### config.mk
export PLATFORM = sky130hd
export DESIGN_NAME = wb_slave_mux
export DESIGN_NICKNAME = d
export VERILOG_FILES = /design/src/rtl/wb_slave_mux.sv
export SDC_FILE = /design/constraint.sdc
export NUM_CORES = 1
export LEC_CHECK = 0
export ABC_AREA = 1
export BUFFER_PORTS_ARGS = -buffer_cell sky130_fd_sc_hd__buf_2
export CORE_AREA = 2 2 131 133
export DETAILED_ROUTE_END_ITERATION = 7
export DIE_AREA = 0 0 133 135
export PLACE_DENSITY_LB_ADDON = 0.08
export SYNTH_ARGS = -nofsm -noshare
export SYNTH_HDL_FRONTEND = slang
export SYNTH_SLANG_ARGS = --single-unit
### constraint.sdc
create_clock -name wb_clk_i -period 7.7 [get_ports wb_clk_i]
set_input_delay 0.385 -clock wb_clk_i [delete_from_list [all_inputs] [get_ports wb_clk_i]]
set_output_delay 0.385 -clock wb_clk_i [all_outputs]
set_load 0.005 [all_outputs]
### src/rtl/wb_slave_mux.sv
// wb_slave_mux
//   Wishbone fan-out for the user area. Claims one 256 MB region of the
//   caravel WB bus (adr[31:28] == REGION), splits it into N_SLV slave ports
//   by the address field adr[SEL_LO +: SEL_W], and runs one registered
//   transaction at a time. The block answers with an error response when
//   the index is unmapped or the slave never acks. A dropped master cycle
//   aborts silently. It also aggregates masked slave IRQs into user_irq.
//
// Ports
//   wb_clk_i, wb_rst_i        clock, asynchronous active-high reset
//   wbs_*_i / wbs_*_o         upstream Wishbone slave interface (master side)
//   s_cyc_o, s_stb_o[N_SLV]   cycle and one-hot strobe to the selected slave
//   s_we/sel/adr/dat_o        latched request, broadcast to every slave
//   s_ack_i[N_SLV]            slave acks
//   s_dat_i[32*N_SLV]         slave read data, slave i at [32*i +: 32]
//   s_irq_i[3*N_SLV]          slave irqs, slave i at [3*i +: 3]
//   user_irq[3]               registered, masked OR of slave irqs
//   err_o, err_cnt_o[8]       error pulse (during the response) and saturating count
module wb_slave_mux #(
  parameter int               N_SLV    = 4,
  parameter int               SEL_LO   = 24,
  parameter int               SEL_W    = 2,
  parameter logic [3:0]       REGION   = 4'h3,
  parameter int               TIMEOUT  = 255,
  parameter logic [31:0]      ERR_DATA = 32'hDEAD_BEEF,
  parameter logic [N_SLV-1:0] IRQ_EN   = {N_SLV{1'b1}}
) (
  input  logic                 wb_clk_i,
  input  logic                 wb_rst_i,
  input  logic                 wbs_cyc_i,
  input  logic                 wbs_stb_i,
  input  logic                 wbs_we_i,
  input  logic [3:0]           wbs_sel_i,
  input  logic [31:0]          wbs_adr_i,
  input  logic [31:0]          wbs_dat_i,
  output logic                 wbs_ack_o,
  output logic [31:0]          wbs_dat_o,
  output logic                 s_cyc_o,
  output logic [N_SLV-1:0]     s_stb_o,
  output logic                 s_we_o,
  output logic [3:0]           s_sel_o,
  output logic [31:0]          s_adr_o,
  output logic [31:0]          s_dat_o,
  input  logic [N_SLV-1:0]     s_ack_i,
  input  logic [32*N_SLV-1:0]  s_dat_i,
  input  logic [3*N_SLV-1:0]   s_irq_i,
  output logic [2:0]           user_irq,
  output logic                 err_o,
  output logic [7:0]           err_cnt_o
);

  typedef enum logic [1:0] {IDLE, WAIT, RESP} state_t;

  // Timer value in the last WAIT cycle before the timeout response.
  localparam logic [15:0] TIMER_LAST = 16'(TIMEOUT - 1);

  state_t             state_q, state_d;
  logic [15:0]        timer_q, timer_d;
  logic               we_q, we_d;
  logic [3:0]         sel_q, sel_d;
  logic [31:0]        adr_q, adr_d;
  logic [31:0]        wdat_q, wdat_d;
  logic [N_SLV-1:0]   stb_q, stb_d;
  logic               cyc_q, cyc_d;
  logic               ack_q, ack_d;
  logic [31:0]        rdat_q, rdat_d;
  logic               err_q, err_d;
  logic [7:0]         err_cnt_q, err_cnt_d;
  logic [2:0]         irq_q, irq_d;
  logic               post_ack_q, post_ack_d;

  logic               hit;
  logic [SEL_W-1:0]   adr_idx;
  logic               idx_ok;
  logic [N_SLV-1:0]   stb_dec;
  logic               slv_ack;
  logic [31:0]        slv_dat;
  logic               err_evt;

  logic [31:0]        dat_terms [N_SLV];
  logic [2:0]         irq_terms [N_SLV];

  assign hit     = wbs_cyc_i & wbs_stb_i & (wbs_adr_i[31:28] == REGION);
  assign adr_idx = wbs_adr_i[SEL_LO +: SEL_W];
  assign idx_ok  = (32'(adr_idx) < N_SLV);

  // Per-slave decode, read-data gating and irq masking. stb_q is one-hot on
  // the selected slave, so it doubles as the ack/data select in WAIT and
  // automatically ignores acks from any other slave.
  genvar gi;
  generate
    for (gi = 0; gi < N_SLV; gi++) begin : g_slv
      assign stb_dec[gi]   = (adr_idx == SEL_W'(gi));
      assign dat_terms[gi] = s_dat_i[32*gi +: 32] & {32{stb_q[gi]}};
      assign irq_terms[gi] = s_irq_i[3*gi +: 3] & {3{IRQ_EN[gi]}};
    end
  endgenerate

  assign slv_ack = |(s_ack_i & stb_q);

  always_comb begin
    slv_dat = '0;
    irq_d   = '0;
    for (int i = 0; i < N_SLV; i++) begin
      slv_dat = slv_dat | dat_terms[i];
      irq_d   = irq_d | irq_terms[i];
    end
  end

  always_comb begin
    state_d    = state_q;
    timer_d    = timer_q;
    we_d       = we_q;
    sel_d      = sel_q;
    adr_d      = adr_q;
    wdat_d     = wdat_q;
    stb_d      = stb_q;
    cyc_d      = cyc_q;
    ack_d      = 1'b0;
    rdat_d     = '0;
    err_d      = 1'b0;
    err_cnt_d  = err_cnt_q;
    post_ack_d = 1'b0;
    err_evt    = 1'b0;

    case (state_q)
      IDLE: begin
        // The cycle right after an ack still carries the master's old strobe,
        // so a hit there is not treated as a new request.
        if (hit && !post_ack_q) begin
          we_d    = wbs_we_i;
          sel_d   = wbs_sel_i;
          adr_d   = wbs_adr_i;
          wdat_d  = wbs_dat_i;
          timer_d = '0;
          if (idx_ok) begin
            state_d = WAIT;
            stb_d   = stb_dec;
            cyc_d   = 1'b1;
          end else begin
            state_d = RESP;
            ack_d   = 1'b1;
            rdat_d  = ERR_DATA;
            err_evt = 1'b1;
          end
        end
      end

      WAIT: begin
        timer_d = timer_q + 16'd1;
        if (!wbs_cyc_i) begin
          // Master gave up: release the slave and return without a response.
          state_d = IDLE;
          stb_d   = '0;
          cyc_d   = 1'b0;
        end else if (slv_ack) begin
          // Checked before the timeout so an ack in the last cycle still wins.
          state_d = RESP;
          stb_d   = '0;
          cyc_d   = 1'b0;
          ack_d   = 1'b1;
          rdat_d  = we_q ? 32'd0 : slv_dat;
        end else if (timer_q == TIMER_LAST) begin
          state_d = RESP;
          stb_d   = '0;
          cyc_d   = 1'b0;
          ack_d   = 1'b1;
          rdat_d  = ERR_DATA;
          err_evt = 1'b1;
        end
      end

      RESP: begin
        state_d    = IDLE;
        post_ack_d = 1'b1;
      end

      default: begin
        state_d = IDLE;
        stb_d   = '0;
        cyc_d   = 1'b0;
      end
    endcase

    if (err_evt) begin
      err_d = 1'b1;
      if (err_cnt_q != 8'hFF) begin
        err_cnt_d = err_cnt_q + 8'd1;
      end
    end
  end

  always_ff @(posedge wb_clk_i or posedge wb_rst_i) begin
    if (wb_rst_i) begin
      state_q    <= IDLE;
      timer_q    <= '0;
      we_q       <= 1'b0;
      sel_q      <= '0;
      adr_q      <= '0;
      wdat_q     <= '0;
      stb_q      <= '0;
      cyc_q      <= 1'b0;
      ack_q      <= 1'b0;
      rdat_q     <= '0;
      err_q      <= 1'b0;
      err_cnt_q  <= '0;
      irq_q      <= '0;
      post_ack_q <= 1'b0;
    end else begin
      state_q    <= state_d;
      timer_q    <= timer_d;
      we_q       <= we_d;
      sel_q      <= sel_d;
      adr_q      <= adr_d;
      wdat_q     <= wdat_d;
      stb_q      <= stb_d;
      cyc_q      <= cyc_d;
      ack_q      <= ack_d;
      rdat_q     <= rdat_d;
      err_q      <= err_d;
      err_cnt_q  <= err_cnt_d;
      irq_q      <= irq_d;
      post_ack_q <= post_ack_d;
    end
  end

  assign wbs_ack_o = ack_q;
  assign wbs_dat_o = rdat_q;
  assign s_cyc_o   = cyc_q;
  assign s_stb_o   = stb_q;
  assign s_we_o    = we_q;
  assign s_sel_o   = sel_q;
  assign s_adr_o   = adr_q;
  assign s_dat_o   = wdat_q;
  assign user_irq  = irq_q;
  assign err_o     = err_q;
  assign err_cnt_o = err_cnt_q;

endmodule

* After elaboration in Yosys (flattened, before gate mapping)
Index checks and enable logic that the tools add are counted.
** Operators by class
- Bitwise operators :: 14
- Add/sub/neg operators :: 2
- Equal/unequal tests :: 10
- Mux-type cells :: 31
- Reduce and logical (&&, ||, !) cells :: 11
** Operators by type and width (count)
- $mux W32 :: 5
- $and A32 B32 Y32 :: 4
- $or A32 B32 Y32 :: 3
- $pmux W16 S2 :: 1
- $add A16 B1 Y16 const B :: 1
- $eq A16 B8 Y1 const B :: 1
- $mux W16 :: 1
- $mux W4 :: 4
- $mux W1 :: 13
- $pmux W4 S3 :: 1
- $or A3 B3 Y3 :: 3
- $add A8 B1 Y8 const B :: 1
- $mux W2 :: 4
- $ne A8 B8 Y1 const B :: 1
- $reduce_and A2 Y1 :: 4
- $eq A2 B2 Y1 const B :: 3
- $and A4 B4 Y4 :: 1
- $eq A2 B1 Y1 const B :: 2
- $eq A4 B2 Y1 const B :: 1
- $logic_not A2 Y1 :: 2
- $ne A4 B4 Y1 const B :: 1
- $pmux W2 S2 :: 1
- $reduce_or A4 Y1 :: 1
- $pmux W1 S3 :: 1
- 7 further kinds :: 8
** Storage, ports and cells
- Register bits after elaboration :: 138
- Output and inout bits :: 119
- Word-level logic and storage cells :: 82

* Depth between registers and ports, before layout
Gate-level depths: netlist of the first run.
- Word-level depth :: 8
- Depth in mapped cells :: 11
- Gate-level depth less buffers :: 11

* Worst setup path before layout of the first run
No wires, ideal clock.
- Path type :: register to register
- Start point :: register timer_q[0]
- End point :: register err_cnt_q[0], in the netlist err_cnt_o[0]
- Cell stages (with the launch flop) :: 11
- Path slack :: 6.259 ns
- Data arrival time :: 1.316 ns
- Required time :: 7.575 ns
- Period minus slack after synthesis :: 1.441 ns
- Cell sequence :: dfrtp_1 > inv_1 > ha_1 > inv_1 > nor2_1 > nand2_1 > nor2_1 > nand2_1 > nor2_4 > nand2_1 > xnor2_1
** On the way
- Longest elaborated chain between the ends :: 6
** RTL lines
- start, declared :: line 58 : logic [15:0] timer_q, timer_d;
- start signal, assigned :: line 211 : timer_q <= timer_d;
- $eq A16 B8 Y1 :: line 163 : end else if (timer_q == TIMER_LAST) begin
- $mux W1 :: line 163
- $mux W1 :: line 156 : end else if (slv_ack) begin
- $mux W1 :: line 151 : if (!wbs_cyc_i) begin
- $mux W1
- $reduce_and A2 Y1 (no line)
- end signal, assigned :: line 221 : err_cnt_q <= err_cnt_d;
- end, declared :: line 68 : logic [7:0] err_cnt_q, err_cnt_d;
No other way between the ends.
A chain may end at the register's enable or synchronous reset.

* Worst setup path after layout of the first run
- Start point :: register stb_q[3], in the netlist s_stb_o[3]
- End point :: register rdat_q[25], in the netlist wbs_dat_o[25]
** On the way
- Longest elaborated chain between the ends :: 6
** RTL lines
- start, declared :: line 63 : logic [N_SLV-1:0] stb_q, stb_d;
- start signal, assigned :: line 216 : stb_q <= stb_d;
- $and A32 B32 Y32 :: line 94 : assign dat_terms[gi] = s_dat_i[32*gi +: 32] & {32{stb_q[gi]}};
- $or A32 B32 Y32 :: line 105 : slv_dat = slv_dat | dat_terms[i];
- $mux W32 :: line 162 : rdat_d = we_q ? 32'd0 : slv_dat;
- $mux W32 (*) :: line 156
- $mux W32 (*) :: line 151
- $mux W32 (*)
- via rdat_d[25] :: line 66 : logic [31:0] rdat_q, rdat_d;
- end signal, assigned :: line 219 : rdat_q <= rdat_d;
- end, declared :: line 66
Mark *: on every way through the listed nets, which the timed path passes. The rest lies on a longest branch.

==> results of run 1 <==
-- kinds of logic (layout without fill, tap and decap cells) --
group,Yosys count,in the layout,synth area share
flops,138,138,0.560
simple gates,253,253,0.170
buf+inv,77,419,0.0515
xor+xnor,3,3,0.00426
other cells,0,1,0
mux,63,63,0.119
fa+ha+maj,3,3,0.00609
compound gates,84,84,0.0891
-- report_power, final --
group	switching, mW	leakage (nW)	internal, mW
logic	0.181	2.78	0.194
clock network	0.307	0.298	0.537
registers	0.0648	1.79	0.818
total	0.552	4.87	1.55
-- worst max-delay path, stage by stage (launching register included) --
cell and delay (ns):
dfrtp_1 1.13, nand2_1 0.12, nand2_1 0.09, inv_1 0.07, nand2_1 0.10, nand2_1 0.53
o21ai_0 0.42
-- state kept, by name, summed over array words and instances (netlist names) --
signal      cells
timer_q        16
user_irq        3
err_o           1
state_q         2
s_adr_o        32
wbs_ack_o       1
s_we_o          1
s_stb_o         4
s_dat_o        32
s_cyc_o         1
s_sel_o         4
post_ack_q      1
err_cnt_o       8
wbs_dat_o      32
-- synthesized netlist by cell type, types with 2 or more instances --
cell,n
dfrtp_1,138
o21ai_0,39
nand2_1,173
nor2_2,4
nor3_1,5
a31oi_1,2
nand2_2,2
or4_1,3
ha_1,3
mux2_4,7
mux2_2,56
nand3_1,25
a21oi_1,7
nor2_1,33
buf_2,13
xnor2_1,2
clkbuf_1,14
nand4_1,5
a221oi_1,32
inv_1,47
-- cell type report --
type	instances	area [um2]
fill	1541	7760
inverter	47	181
tap	220	275
timing repair buffer	340	1710
sequential	138	3450
clock inverter	9	138
clock buffer	23	478
antenna	1	2.50
multi-input combinational	406	2400
-- metrics by stage --
step,hold slack (ns),area (um2),setup WS (ns)
floorplan,0.454,6170,3.62
global placement,0.443,8030,5.20
detailed placement,0.451,8030,5.13
CTS,0.0893,8640,5.08
global route,0.116,8650,4.84
finish,0.0792,8650,5.12
-- how the worst max path moves through the flow --
stage | startpoint | end
3_3_place_gp | s_stb_o[3]$_DFFE_PP0P_ | wbs_dat_o[11]$_DFF_PP0_
2_1_floorplan | wb_rst_i | err_cnt_o[0]$_DFFE_PP0P_
6_report | s_stb_o[3]$_DFFE_PP0P_ | wbs_dat_o[25]$_DFF_PP0_
3_5_place_dp | s_stb_o[3]$_DFFE_PP0P_ | wbs_dat_o[31]$_DFF_PP0_
4_1_cts | s_stb_o[3]$_DFFE_PP0P_ | wbs_dat_o[25]$_DFF_PP0_
5_1_grt | s_stb_o[3]$_DFFE_PP0P_ | wbs_dat_o[25]$_DFF_PP0_
-- placed cells by master, fill, tap and decap left out, types with 2 or more instances in the layout --
master	n
buf_2	335
or4_1	3
nand4_1	5
o21ai_0	39
inv_6	2
dfrtp_1	138
nor2_2	4
nand3_1	25
clkbuf_16	17
clkbuf_8	3
ha_1	3
mux2_4	7
nand2_2	2
clkinv_4	3
mux2_2	56
a31oi_1	2
clkbuf_1	3
a221oi_1	32
a21oi_1	7
nor3_1	5
nor2_1	33
inv_1	46
nand2_1	173
bufinv_16	3
buf_4	5
xnor2_1	2
-- layer usage --
layer	global-route usage	up-vias	wire, um
met3	0.0702	32	1340
li1	-	2745	-
met1	0.265	2577	7900
met4	0.0783	2	442
met5	0	-	13
met2	0.347	203	9390
==> flow_summary.ini, run 1 <==
[cts]
cts_setup_buffers = 0
cts_tree = built
clkTransAtPathRegs_ns = 0.06
clock_sink_count = 138
ctsHoldBuffers = 0
ctsResizeCount = 0
htreeDepth = 4
cts_made_buffers = 17
clock_latency_ns = 0.42
cts_buffer_depth = 2
root_buffer = clkbuf_16

[timing]
rsz0062_at_grt = no
post-route-period-util = 0.335
setup_viol = 0
worst_pin_slew_ns = 1.20
hold_viol = 0
period_needed_ns = 2.58
slew_viol_final = 0
fin_worst_skew_ns = 0.00585
finalSetupTns_ns = 0
max_freq_mhz = 387
slew_headroom = 0.201

[pwr]
power.density_mw_per_mm2 = 243
total_power_mw = 2.10
cellLeakagePower_nw = 4.87
peakVddDrop_mv = 0.156

[worst_setup_path]
worstPathArrival_ns = 2.89
r2r-start = s_stb_o[3]$_DFFE_PP0P_
crit_required_ns = 8.01
r2r_slack_ns = 5.12
end_kind = register
setup.worst_path.start_class = register
crit_fanout = 35
critPathKind = register to register
worstReg2RegEnd = wbs_dat_o[25]$_DFF_PP0_
rr_worst_depth = 6

[logic_synthesis]
syn_nets = 841
ys_warn_count = 0
synth_area_mm2 = 0.00617
yosysSeqAreaShare = 0.560
ys_types = 31
yosysTopAreaCellShare = 0.560
async_flop_share = 1.00
ys_ff_latch = 138
synth_top_cells_by_area = dfrtp_1 56%, nand2_1 11%, mux2_2 10%
synth_largest_area_cell = dfrtp_1
avgSynthCellArea_um2 = 9.93
netlist_instances = 621
synth_top_flop_cell = dfrtp_1
synth_edf_count = 0

[placed_design]
placed_cells = 1151
place_hpwl_um = 14100
io_buffers = 335
gp_congestion = 0.821

[global_route]
grt_pass1_wl_um = 29100
grt_pass1_vias = 5289
grtUsageTotal = 0.213
overflow = 0
grt_max_degree = 79
grt_antenna_before_repair = 2

[run]
max_cap_viol_count = 0

[die]
dieArea_mm2 = 0.0180
core_mm2 = 0.0164
die_y_um = 135
initial_core_util = 0.376
rows = 47
ios = 336
die_w_um = 133

[final_layout]
utilization = 0.527
drive_above_1_share = 0.458
area_delta_synth_final_pct = 40.2
nets = 1170
stdcell_count = 1184

[routing]
dr.pass1.iters = 4
drt_iter0_markers = 358
via_per_inst = 4.70
via_count = 5559
wl_per_cell_um = 16.1
ant_nets = 0
routed_wirelength_um = 19100
drcViolationCount = 0

[min_path]
hold_path.class = primary input to async pin

[run_status]
outcome = completed
No activity file was read; power rests on OpenSTA's default activity.
==> run 2: changes to the inputs <==
==> constraint.sdc (replaced) <==
create_clock -name wb_clk_i -period 2.4 [get_ports wb_clk_i]
set_input_delay 0.12 -clock wb_clk_i [delete_from_list [all_inputs] [get_ports wb_clk_i]]
set_output_delay 0.12 -clock wb_clk_i [all_outputs]
set_load 0.005 [all_outputs]
==> flow_summary.ini, run 2 (same netlist as run 1, synthesis figures left out) <==
[die]
die_y_um = 135
dieArea_mm2 = 0.0180
rows = 47
core_mm2 = 0.0164
ios = 336
die_w_um = 133
initial_core_util = 0.376

[timing]
max_freq_mhz = 459
hold_viol = 0
setup_viol = 0
hold_ws_ns = 0.0180
worst_pin_slew_ns = 0.497
rsz0062_at_grt = no
post-route-period-util = 0.909
fin_worst_skew_ns = 0.0102
slew_viol_final = 0
slew_headroom = 0.668
period_needed_ns = 2.18
finalSetupTns_ns = 0

[worst_setup_path]
crit_required_ns = 2.69
cp_slowest_stage_delay_ns = 0.56
worstReg2RegEnd = s_stb_o[1]$_DFFE_PP0P_
worstPathArrival_ns = 2.47
setup.worst_path.start_class = register
r2r-start = timer_q[0]$_DFFE_PP0P_
rr_worst_depth = 12
cp_slowest_cell = dlygate4sd3_1
critPathKind = register to register
crit_fanout = 6
r2r_slack_ns = 0.22
crit_path_cell_trace = inv_1, ha_1, inv_1, nor2_1, nand2_1, nor2_1, nand2_1, nand2_1, nand2_1, nand2_1, o31ai_1, dlygate4sd3_1
worst_path_most_repeated_cell = nand2_1
end_kind = register

[global_route]
grt_antenna_before_repair = 2
grt_pass1_wl_um = 31400
grt_pass1_vias = 5816
grt_max_degree = 93
grtUsageTotal = 0.226
overflow = 0

[routing]
dr.pass1.iters = 5
met2_length_um = 10400
wl_met1_um = 8520
met3WireLength_um = 1180
via_per_inst = 4.65
via_count = 5919
ant_nets = 0
drt_iter0_markers = 365
routed_wirelength_um = 20500
wl_per_cell_um = 16.1
drcViolationCount = 0
dr.max_layer_used = met4

[placed_design]
io_buffers = 335
dpl_cell_area_mm2 = 0.00808
gp_congestion = 0.778
place_hpwl_um = 14400
placed_cells = 1155

[cts]
ctsResizeCount = 0
htreeDepth = 4
clock_sink_count = 138
cts_setup_buffers = 0
clkTransAtPathRegs_ns = 0.07
clock_latency_ns = 0.42
cts_tree = built
cts_made_buffers = 17
cts_buffer_depth = 2
root_buffer = clkbuf_16

[pwr]
power.density_mw_per_mm2 = 709
peakVddDrop_mv = 0.513
cellLeakagePower_nw = 5.21

[final_layout]
final_area_mm2 = 0.00951
nets = 1258
drive_above_1_share = 0.425
stdcell_count = 1273
final_common_cell = buf_2
mostFrequentLayoutCells = 335 x buf_2, 173 x nand2_1, 138 x dfrtp_1
area_delta_synth_final_pct = 54.2
utilization = 0.579

[min_path]
min_from = s_dat_i[30]
hold_depth = 3
min_to = wbs_dat_o[30]$_DFF_PP0_
hold_path.class = primary input to register

[run]
max_cap_viol_count = 0

[run_status]
outcome = completed
## run 2: timing repair
action                                 CTS  global route
setup endpoints to repair                0             0
endpoints found under the hold margin  120             0
hold buffers                            84             0
## run 2: layout make-up
type	instances	area, um2
diodes	2	5.00
flip-flops and latches	138	3450
multi-input cells	406	2400
inverters	47	180
clock inverters	14	150
clock buffers	18	429
repair buffers	428	2610
well taps	220	275
fillers	1423	6900
## run 2: worst max-delay path: cells and delay by family, from the launching register on
| kind | cells | cell delay, ns |
|---|---|---|
| AOI/OAI and AO/OA | 1 | 0.07 |
| buffers and inverters | 3 | 0.70 |
| DFF | 1 | 0.39 |
| and+or+nand+nor | 7 | 0.74 |
| adders and majority gates | 1 | 0.16 |
## run 2: how the worst max path moves through the flow
stage,from,to,slack (ns),cells after the start
after floorplan,wb_rst_i,err_cnt_o[0]$_DFFE_PP0P_,0.56,1
after global placement,timer_q[0]$_DFFE_PP0P_,err_cnt_o[5]$_DFFE_PP0P_,0.61,10
after detailed placement,timer_q[0]$_DFFE_PP0P_,err_cnt_o[5]$_DFFE_PP0P_,0.55,10
after CTS,timer_q[0]$_DFFE_PP0P_,s_stb_o[1]$_DFFE_PP0P_,0.24,12
after global routing,timer_q[0]$_DFFE_PP0P_,s_stb_o[1]$_DFFE_PP0P_,0.02,12
final,timer_q[0]$_DFFE_PP0P_,s_stb_o[1]$_DFFE_PP0P_,0.22,12
## run 2: through the flow
stage	worst slack (ns)	power, mW
5_1_grt	0.0238	7.11
3_3_place_gp	0.612	4.08
4_1_cts	0.242	6.80
2_1_floorplan	0.559	3.49
3_5_place_dp	0.551	4.10
6_report	0.219	6.74
## run 2: metal layers
metal  vias to the layer above  global-route usage
met1                      2743               0.287
met4                         0              0.0842
met3                        33              0.0492
li1                       2918                   -
met5                         -                   0
met2                       225               0.381
## run 2: report_power, final
part	internal [mW]	switching (mW)	total, mW
Sequential	2.63	0.172	2.80
Combinational	0.736	0.655	1.39
Clock	1.53	1.02	2.55
